## src/rtl/vga_pkg.sv

```systemverilog
// Shared screen geometry, pixel types and the on-screen test for the
// VGA plot path (160x120 display, 3-bit colour).
package vga_pkg;

  localparam int SCREEN_W = 160;
  localparam int SCREEN_H = 120;

  typedef logic [2:0] colour_t;
  typedef logic [7:0] scr_x_t;
  typedef logic [6:0] scr_y_t;

  typedef struct packed {
    scr_x_t  x;
    scr_y_t  y;
    colour_t c;
  } pixel_t;

  // Engines emit signed, unclipped points; widen to int so the compare is signed.
  function automatic logic on_screen(input logic signed [8:0] x,
                                     input logic signed [7:0] y);
    int sx;
    int sy;
    sx = int'(x);
    sy = int'(y);
    return (sx >= 0) && (sx < SCREEN_W) && (sy >= 0) && (sy < SCREEN_H);
  endfunction

endpackage

```

## src/rtl/vga_plot_fifo_sync_fifo.sv

```systemverilog
// sync_fifo: generic single-clock FIFO with registered occupancy count.
// Ports:
//   i_clk, i_rst     clock, synchronous active-high reset
//   i_push, i_wdata  write request / data (ignored when full)
//   i_pop, o_rdata   read request / head entry (ignored when empty)
//   o_empty, o_full  occupancy flags derived from the count register
//   o_count          number of stored entries (AW+1 bits)
module sync_fifo #(
  parameter int unsigned WIDTH = 8,
  parameter int unsigned DEPTH = 16,
  localparam int unsigned AW   = $clog2(DEPTH)
) (
  input  logic             i_clk,
  input  logic             i_rst,
  input  logic             i_push,
  input  logic [WIDTH-1:0] i_wdata,
  input  logic             i_pop,
  output logic [WIDTH-1:0] o_rdata,
  output logic             o_empty,
  output logic             o_full,
  output logic [AW:0]      o_count
);

  logic [WIDTH-1:0] r_mem [DEPTH];
  logic [AW-1:0]    r_wr_ptr;
  logic [AW-1:0]    r_rd_ptr;
  logic [AW:0]      r_count;
  logic             w_push;
  logic             w_pop;

  // A full FIFO refuses a push even if a pop happens on the same edge.
  assign w_push  = i_push & ~o_full;
  assign w_pop   = i_pop & ~o_empty;
  assign o_full  = (r_count == (AW+1)'(DEPTH));
  assign o_empty = (r_count == '0);
  assign o_count = r_count;
  assign o_rdata = r_mem[r_rd_ptr];

  always_ff @(posedge i_clk) begin
    if (i_rst) begin
      r_wr_ptr <= '0;
      r_rd_ptr <= '0;
      r_count  <= '0;
    end else begin
      if (w_push) r_wr_ptr <= r_wr_ptr + AW'(1);
      if (w_pop)  r_rd_ptr <= r_rd_ptr + AW'(1);
      case ({w_push, w_pop})
        2'b10:   r_count <= r_count + (AW+1)'(1);
        2'b01:   r_count <= r_count - (AW+1)'(1);
        default: r_count <= r_count;
      endcase
    end
  end

  always_ff @(posedge i_clk) begin
    if (w_push && !i_rst) r_mem[r_wr_ptr] <= i_wdata;
  end

endmodule

```

## src/rtl/vga_plot_fifo.sv

```systemverilog
// vga_plot_fifo: clips engine pixel requests to the 160x120 screen, buffers
// the on-screen ones and drains them to the VGA adapter one per cycle.
// Ports:
//   clk, rst                        clock, synchronous active-high reset
//   in_valid/in_ready               engine handshake (in_ready = ~full)
//   in_x[8:0], in_y[7:0]            signed coordinates; in_colour[2:0]
//   hold                            stalls draining, pushes continue
//   vga_x, vga_y, vga_colour        registered adapter write data
//   vga_plot                        one-cycle write strobe
//   empty, full                     FIFO occupancy flags
// Optional (VGA_PLOT_STATS_EN): clip_count, plot_count saturating counters.
module vga_plot_fifo
  import vga_pkg::*;
#(
  parameter int unsigned DEPTH = 16
) (
  input  logic       clk,
  input  logic       rst,
  input  logic       in_valid,
  output logic       in_ready,
  input  logic [8:0] in_x,
  input  logic [7:0] in_y,
  input  logic [2:0] in_colour,
  input  logic       hold,
  output logic [7:0] vga_x,
  output logic [6:0] vga_y,
  output logic [2:0] vga_colour,
  output logic       vga_plot,
  output logic       empty,
  output logic       full
`ifdef VGA_PLOT_STATS_EN
  ,
  output logic [15:0] clip_count,
  output logic [15:0] plot_count
`endif
);

  localparam int unsigned AW = $clog2(DEPTH);

  logic        w_accept;
  logic        w_on_screen;
  logic        w_push;
  logic        w_pop;
  pixel_t      w_in_pix;
  pixel_t      w_head;
  logic [AW:0] w_count;

  logic [7:0]  r_vga_x;
  logic [6:0]  r_vga_y;
  logic [2:0]  r_vga_colour;
  logic        r_vga_plot;

  assign in_ready    = (w_count != (AW+1)'(DEPTH));
  assign w_accept    = in_valid & in_ready;
  assign w_on_screen = on_screen(in_x, in_y);
  // Off-screen pixels complete the handshake but never enter the FIFO.
  assign w_push      = w_accept & w_on_screen;
  assign w_pop       = ~empty & ~hold;
  assign w_in_pix    = '{x: in_x[7:0], y: in_y[6:0], c: in_colour};

  sync_fifo #(
    .WIDTH ($bits(pixel_t)),
    .DEPTH (DEPTH)
  ) u_fifo (
    .i_clk   (clk),
    .i_rst   (rst),
    .i_push  (w_push),
    .i_wdata (w_in_pix),
    .i_pop   (w_pop),
    .o_rdata (w_head),
    .o_empty (empty),
    .o_full  (full),
    .o_count (w_count)
  );

  always_ff @(posedge clk) begin
    if (rst) begin
      r_vga_x      <= '0;
      r_vga_y      <= '0;
      r_vga_colour <= '0;
      r_vga_plot   <= 1'b0;
    end else if (w_pop) begin
      r_vga_x      <= w_head.x;
      r_vga_y      <= w_head.y;
      r_vga_colour <= w_head.c;
      r_vga_plot   <= 1'b1;
    end else begin
      r_vga_plot   <= 1'b0;
    end
  end

  assign vga_x      = r_vga_x;
  assign vga_y      = r_vga_y;
  assign vga_colour = r_vga_colour;
  assign vga_plot   = r_vga_plot;

`ifdef VGA_PLOT_STATS_EN
  logic [15:0] r_clip_count;
  logic [15:0] r_plot_count;

  // plot_count steps on the edge that raises vga_plot.
  always_ff @(posedge clk) begin
    if (rst) begin
      r_clip_count <= '0;
      r_plot_count <= '0;
    end else begin
      if (w_accept && !w_on_screen && r_clip_count != '1)
        r_clip_count <= r_clip_count + 16'd1;
      if (w_pop && r_plot_count != '1)
        r_plot_count <= r_plot_count + 16'd1;
    end
  end

  assign clip_count = r_clip_count;
  assign plot_count = r_plot_count;
`endif

endmodule

```

## config.mk

```make
export PLATFORM = sky130hd
export DESIGN_NAME = vga_plot_fifo
export DESIGN_NICKNAME = d
export VERILOG_FILES = /design/src/rtl/vga_pkg.sv /design/src/rtl/vga_plot_fifo_sync_fifo.sv /design/src/rtl/vga_plot_fifo.sv
export SDC_FILE = /design/constraint.sdc
export NUM_CORES = 1
export LEC_CHECK = 0
export ABC_AREA = 1
export BUFFER_PORTS_ARGS = -buffer_cell sky130_fd_sc_hd__buf_2
export CORE_MARGIN = 4
export CORE_UTILIZATION = 62
export CTS_CLUSTER_SIZE = 40
export DETAILED_ROUTE_END_ITERATION = 12
export PLACE_DENSITY = 0.88
export SYNTH_ARGS = -nofsm -noshare
export SYNTH_HDL_FRONTEND = slang
export SYNTH_SLANG_ARGS = --single-unit
```

## constraint.sdc

```tcl
create_clock -name clk -period 2.8 [get_ports clk]
set_clock_uncertainty 0.15 [all_clocks]
set_input_delay 0.28 -clock clk [delete_from_list [all_inputs] [get_ports clk]]
set_output_delay 0.28 -clock clk [all_outputs]
set_load 0.05 [all_outputs]
```

---- After elaboration in Yosys (flattened, before gate mapping) ----
Memory sizes are Yosys's and may differ from the RTL's. A register that Yosys moved wholly into a read port is not among the register bits.
Cells that the tools add are included.
word-level totals
  register bits after elaboration ......... 14
  memory bits (writable) .................. 288
  input port bits ......................... 24
  output and inout bits ................... 22
  word-level logic and storage cells ...... 36
  memories kept ........................... 1
memory list
  memory        depth  width  rd ports  clocked after memory_dff  write ports  RTL line                       source
  u_fifo.r_mem  16     18     1         1                         1            vga_plot_fifo_sync_fifo.sv:24  logic [WIDTH-1:0] r_mem [DEPTH];
cells by class
  $add $sub $neg .......................... 4
  order comparisons ....................... 4
  equal/unequal tests ..................... 4
  multiplexer cells ....................... 4
  bitwise logic cells ..................... 8
  reduce and logical (&&, ||, !) cells .... 7
operators by type and width
  operator             count
  $pmux 5 s2           1
  $ge 9x1->1 const B   1
  $lt 9x9->1 const B   1
  $add 4x1->4 const B  2
  $ge 8x1->1 const B   1
  $lt 8x8->1 const B   1
  $add 5x1->5 const B  1
  $and 1x1->1          5
  $eq 5x5->1 const B   1
  $logic_not 5->1      1
  $ne 5x5->1 const B   1
  $sub 5x1->5 const B  1
  $logic_and 1x1->1    4
  $mux 1               3
  $not 1->1            3
  $eq 2x1->1 const B   1
  $eq 2x2->1 const B   1
  $reduce_bool 2->1    1
  $logic_not 1->1      1

---- Depth between registers and ports, before layout ----
  depth in word-level cells ............... 9
  depth in mapped cells ................... 14
  mapped depth without buffers ............ 13

---- Cells and area by module ----
From an unflattened synthesis, not the netlist that was laid out.
second synthesis, totals
  cell total of the unflattened synthesis .. 1,402
  area total of the unflattened synthesis .. 14,043.5 sq um
by module, submodules not included
  module         times used  cells an instance  area an instance (sq um)  sequential area each (sq um)
  sync_fifo      1           1,305              13,270.2                  8,988.6
  vga_plot_fifo  1           97                 773.2                     380.4

---- Worst setup path after synthesis ----
Ideal clock, no wire load.
  path kind ............................... register -> register
  start ................................... reg u_fifo.r_count[1] (netlist: u_fifo.o_count[1])
  end ..................................... mem u_fifo.r_mem[0][0] in the netlist's numbering (enable)
  library setup time ...................... 0.392 ns
  arrival time ............................ 2.037 ns
  required time ........................... 2.258 ns
  setup slack ............................. 0.220 ns
  stages on the path, launching flop included .. 7
  path buffers ............................ 0
  clock period less this slack ............ 2.580 ns
  cell sequence ........................... dfxtp_1 -> inv_1 -> nand4_2 -> nand3_2 -> nor2_4 -> nand2_2 -> nor2_1
on the way
  longest elaborated chain between the ends .. 7
  elaborated cells on any way between the ends .. 9
  those cells by class .................... eq/ne (2); mux (2); bitwise (4); reduce/logical (1)
RTL lines
  what                          RTL line                       source
  start, declared               vga_plot_fifo_sync_fifo.sv:27  logic [AW:0] r_count;
  start signal, assigned        vga_plot_fifo_sync_fifo.sv:48  2'b10: r_count <= r_count + (AW+1)'(1);
  start signal, assigned        vga_plot_fifo_sync_fifo.sv:49  2'b01: r_count <= r_count - (AW+1)'(1);
  start signal, assigned        vga_plot_fifo_sync_fifo.sv:50  default: r_count <= r_count;
  $ne 5x5->1                    vga_plot_fifo.sv:53            assign in_ready = (w_count != (AW+1)'(DEPTH));
  net in_ready                  vga_plot_fifo.sv:20            output logic in_ready,
  $and 1x1->1                   vga_plot_fifo.sv:54            assign w_accept = in_valid & in_ready;
  $and 1x1->1                   vga_plot_fifo.sv:57            assign w_push = w_accept & w_on_screen;
  $and 1x1->1                   vga_plot_fifo_sync_fifo.sv:32  assign w_push = i_push & ~o_full;
  $logic_and 1x1->1             vga_plot_fifo_sync_fifo.sv:56  if (w_push && !i_rst) r_mem[r_wr_ptr] <= i_wdata;
  $mux 1                        vga_plot_fifo_sync_fifo.sv:56
  $mux 1 (implied by the code)  vga_plot_fifo_sync_fifo.sv:56
  end, declared                 vga_plot_fifo_sync_fifo.sv:24
The timed path passes the listed nets, and every way through them passes these cells.

---- Final worst setup path ----
  start ................................... in in_y[5]
  end ..................................... reg u_fifo.r_count[4] (netlist: u_fifo.o_count[4])
on the way
  longest elaborated chain between the ends .. 7
  elaborated cells on any way between the ends .. 10
  those cells by class .................... order compare (2); eq/ne (2); mux (1); bitwise (2); reduce/logical (3)
RTL lines
  what                                                    RTL line                       source
  start, declared                                         vga_plot_fifo.sv:22            input logic [7:0] in_y,
  $ge 8x1->1                                              vga_pkg.sv:25                  return (sx >= 0) && (sx < SCREEN_W) && (sy >= 0) && (sy < SCREEN_H);
  $logic_and 1x1->1                                       vga_pkg.sv:25
  $logic_and 1x1->1 *                                     vga_pkg.sv:25
  $and 1x1->1 *                                           vga_plot_fifo.sv:57
  $and 1x1->1 *                                           vga_plot_fifo_sync_fifo.sv:32
  $eq 2x1->1 / $eq 2x2->1 (equally long branches)         vga_plot_fifo_sync_fifo.sv:47  case ({w_push, w_pop})
  $pmux 5 s2 / $reduce_bool 2->1 (equally long branches)  -
Mark *: on every way between the ends. The rest lies on a longest branch, timed or not.
A chain may end at the register's enable or synchronous reset.

==> results.py <==
metrics = {
    "run_status": {
        "result_of_the_run": "finished clean",
    },
    "yosys": {
        "synth_async_sr_flop_share_pct": 0,
        "ys_seq_elements": 320,
        "synth_cells": 1349,
        "sequential_area_share_after_synthesis_pct": 67.58,
        "post_synth_instance_area_sq_um": 13740,
        "synth_top_flop_cell": "edfxtp_1",
        "synth_largest_area_cell": "edfxtp_1",
        "mappedNetlistNets": 1383,
        "synthMostInstantiatedCell": "nand2_1",
        "yosys.area.top_type_share_pct": 62.92,
        "synth_edf_count": 288,
        "post_synth_main_area_contributors": "edfxtp_1, nand2_1, nand3_1",
        "synth.top_cells.by_count": "nand2_1, edfxtp_1, nand3_1",
        "yosysUniqueCellTypes": 28,
        "synth_warnings": 0,
        "syn_avg_cell_area_sq_um": 10.19,
    },
    "final_layout": {
        "n_antenna_cell": 0,
        "layout-area-overhead-vs-synth_pct": 12.06,
        "multiInputGateArea_sq_um": 3456,
        "final_layout_size_suffix_gt1_share_pct": 11.20,
        "finish.net_count": 1451,
        "fin_area_sq_um": 15400,
        "final-seq-area_sq_um": 9294,
        "fillerInstances": 1321,
    },
    "pwr": {
        "ir_worst_vdd_mv": 0.5298,
        "total_power_mw": 13.27,
        "power_per_cell_area_nw_per_um2": 861.5,
        "p_leak_nw": 6.603,
    },
    "clock_network": {
        "cts-root-to-sink-buffers": 3,
        "clock_insertion_delay_worst_skew_ns": 0.55,
        "cts_setup_buffers": 0,
        "clk_pin_slew_ns": 0.07,
        "cts_buffers": 29,
        "clock_sink_count": 320,
        "cts-htree-levels": 1,
        "cts-root-buf": "clkbuf_16",
        "cts_tree": "built",
    },
    "placement": {
        "port_buffers": 45,
        "place_congestion": 0.8437,
        "placement.cell_area_sq_um": 14420,
        "post-dp-hpwl_um": 19880,
    },
    "route": {
        "dr_total_vias": 9972,
        "drt_first_iter_violations": 1465,
        "final_antenna_net_count": 0,
        "drt-vias-per-instance": 5.804,
        "drt-total-wl_um": 34200,
        "wl_per_cell_um": 19.91,
        "drt-pass1-iter-count": 6,
        "route.detailed.drc": 0,
    },
    "global_route": {
        "wire_length_of_the_first_global_routing_pass_um": 53570,
        "first_global_vias": 9817,
        "overflow": 0,
        "grt_start_max_net_pins": 83,
        "grt_antenna_before_repair": 0,
        "grt_util_all_layers_pct": 28.27,
    },
    "die": {
        "rows": 54,
        "chipHeight_um": 156.9,
        "die_ar_sq_um": 24610,
        "ioPinCount": 46,
        "starting_utilization_of_the_core_area_pct": 62.98,
        "die_x_um": 156.9,
        "design.core.area_sq_um": 21820,
    },
    "sta": {
        "finalMaxSlewViolations": 0,
        "tns_ns": 0,
        "timing.max_slew.rel_slack_pct": 36.91,
        "finalHoldViolations": 0,
        "fmax_mhz": 386.7,
        "tightestPinTransition_ns": 0.9464,
        "grt_setup_unrepaired": "no",
        "timing.final.crit_share_pct": 92.36,
        "post-route-min-period_ns": 2.586,
        "setup-violations-final": 0,
        "worst_hold_margin_ns": 0.01076,
    },
    "critical_path": {
        "crit-reg2reg-capture": "u_fifo.o_count[4]",
        "worst_r2r_startpoint": "u_fifo.o_count[0]",
        "timing.critical_path.required_ns": 3.12,
        "cp_max_fo": 17,
        "timing.reg2reg.setup_slack_ns": 0.41,
        "reg2regPathDepth": 13,
        "critPathArrivalTime_ns": 2.91,
        "cp-end-kind": "flop",
        "worst-setup-path-type": "in -> reg",
        "critical_path.startpoint_type": "input port",
        "worstSetupStartpoint": "in_y[5]",
        "setup.worst_path.end": "u_fifo.o_count[4]",
    },
    "flow_run": {
        "cap_viol_max_count": 0,
    },
    "worst_hold_path": {
        "hp-class": "in -> reg",
    },
}
[stage by stage]
stage	setup WS [ns]	std cells	utilization [%]
global route	0.01496	1718	70.58
CTS	0.3098	1718	70.57
floorplan	0.2203	1349	-
detailed placement	0.2543	1653	66.06
global placement	0.2885	1653	66.06
finish	0.2140	1718	70.58
[worst min-delay path by stage]
stage / from / to / slack [ns] / depth (start not counted)
global route: in_x[4] / u_fifo.r_mem[8][14] / 0.02 / 1
floorplan: in_colour[0] / u_fifo.r_mem[0][0] / 0.23 / 0
global placement: u_fifo.r_wr_ptr[3] / u_fifo.r_wr_ptr[3] / 0.35 / 2
finish: in_x[2] / u_fifo.r_mem[2][12] / 0.01 / 1
detailed placement: u_fifo.r_wr_ptr[3] / u_fifo.r_wr_ptr[3] / 0.36 / 2
CTS: in_y[1] / u_fifo.r_mem[0][4] / 0.003 / 1
[sequential cells by signal, indices dropped and copies added, names as in the netlist]
| signal | flops |
|---|---|
| u_fifo.r_mem | 288 |
| vga_x | 8 |
| vga_y | 7 |
| u_fifo.o_count | 5 |
| u_fifo.r_rd_ptr | 4 |
| u_fifo.r_wr_ptr | 4 |
| vga_colour | 3 |
| vga_plot | 1 |
[metal layers]
metal,track usage [%],up-vias,share of wire (%)
met5,0,-,0
met3,4.317,144,12
met4,10.29,0,4.0
met1,38.29,4552,35
li1,-,4510,-
met2,47.12,766,49
[cells in the final DEF, fill, tap and decap left out, types with 8 or more instances in the layout]
master	instances
a21oi_1	12
buf_2	44
buf_4	38
clkbuf_16	29
clkinv_1	10
clkinv_2	8
dfxtp_1	30
dlygate4sd3_1	13
edfxtp_1	288
ha_1	9
inv_1	177
nand2_1	468
nand3_1	202
nor2_1	44
nor2_2	17
[layout make-up]
cell class | count | share of cell area [%]
tap | 280 | 2.275
clock inverter | 20 | 0.7555
sequential | 320 | 60.34
clock buffer | 32 | 4.785
inverter | 182 | 4.452
timing repair buffer | 102 | 4.955
multi-input combinational | 782 | 22.44
[worst max-delay path: stages]
cell and delay (ns):
dlygate4sd3_1 0.56, clkbuf_4 0.22, nand4_1 0.20, and2_2 0.22
nand3_2 0.08, ha_1 0.30, fa_1 0.44, a21oi_1 0.18
nor2_1 0.07, nor2_1 0.08, nand2_1 0.05, nand2_1 0.06
nand2_1 0.04, a21oi_1 0.12
[repair_timing]
item                                    4_1_cts  5_1_grt
gates resized for setup                       0        1
hold endpoints to repair                    132        0
endpoints found under the setup margin        0        2
hold buffers                                 13        0
[report_power, final]
| part | leakage (nW) | internal [mW] | switching [mW] | total, mW |
|---|---|---|---|---|
| registers | 2.85 | 5.38 | 0.117 | 5.50 |
| clock network | 0.426 | 1.97 | 1.66 | 3.63 |
| logic | 3.32 | 1.13 | 3.01 | 4.14 |
[cells by family (layout without fill, tap and decap cells)]
| logic type | after synthesis | count (layout) | synth area share (%) |
|---|---|---|---|
| AO/OA/AOI/OAI | 19 | 19 | 0.7100 |
| AND/OR/NAND/NOR | 746 | 746 | 22.73 |
| flip-flops | 320 | 320 | 67.58 |
| adder cells (fa/ha/maj) | 10 | 10 | 0.9650 |
| XOR/XNOR | 7 | 7 | 0.4461 |
| buffers and inverters | 247 | 336 | 7.565 |
Note: power is estimated with default switching activity, not from simulation.
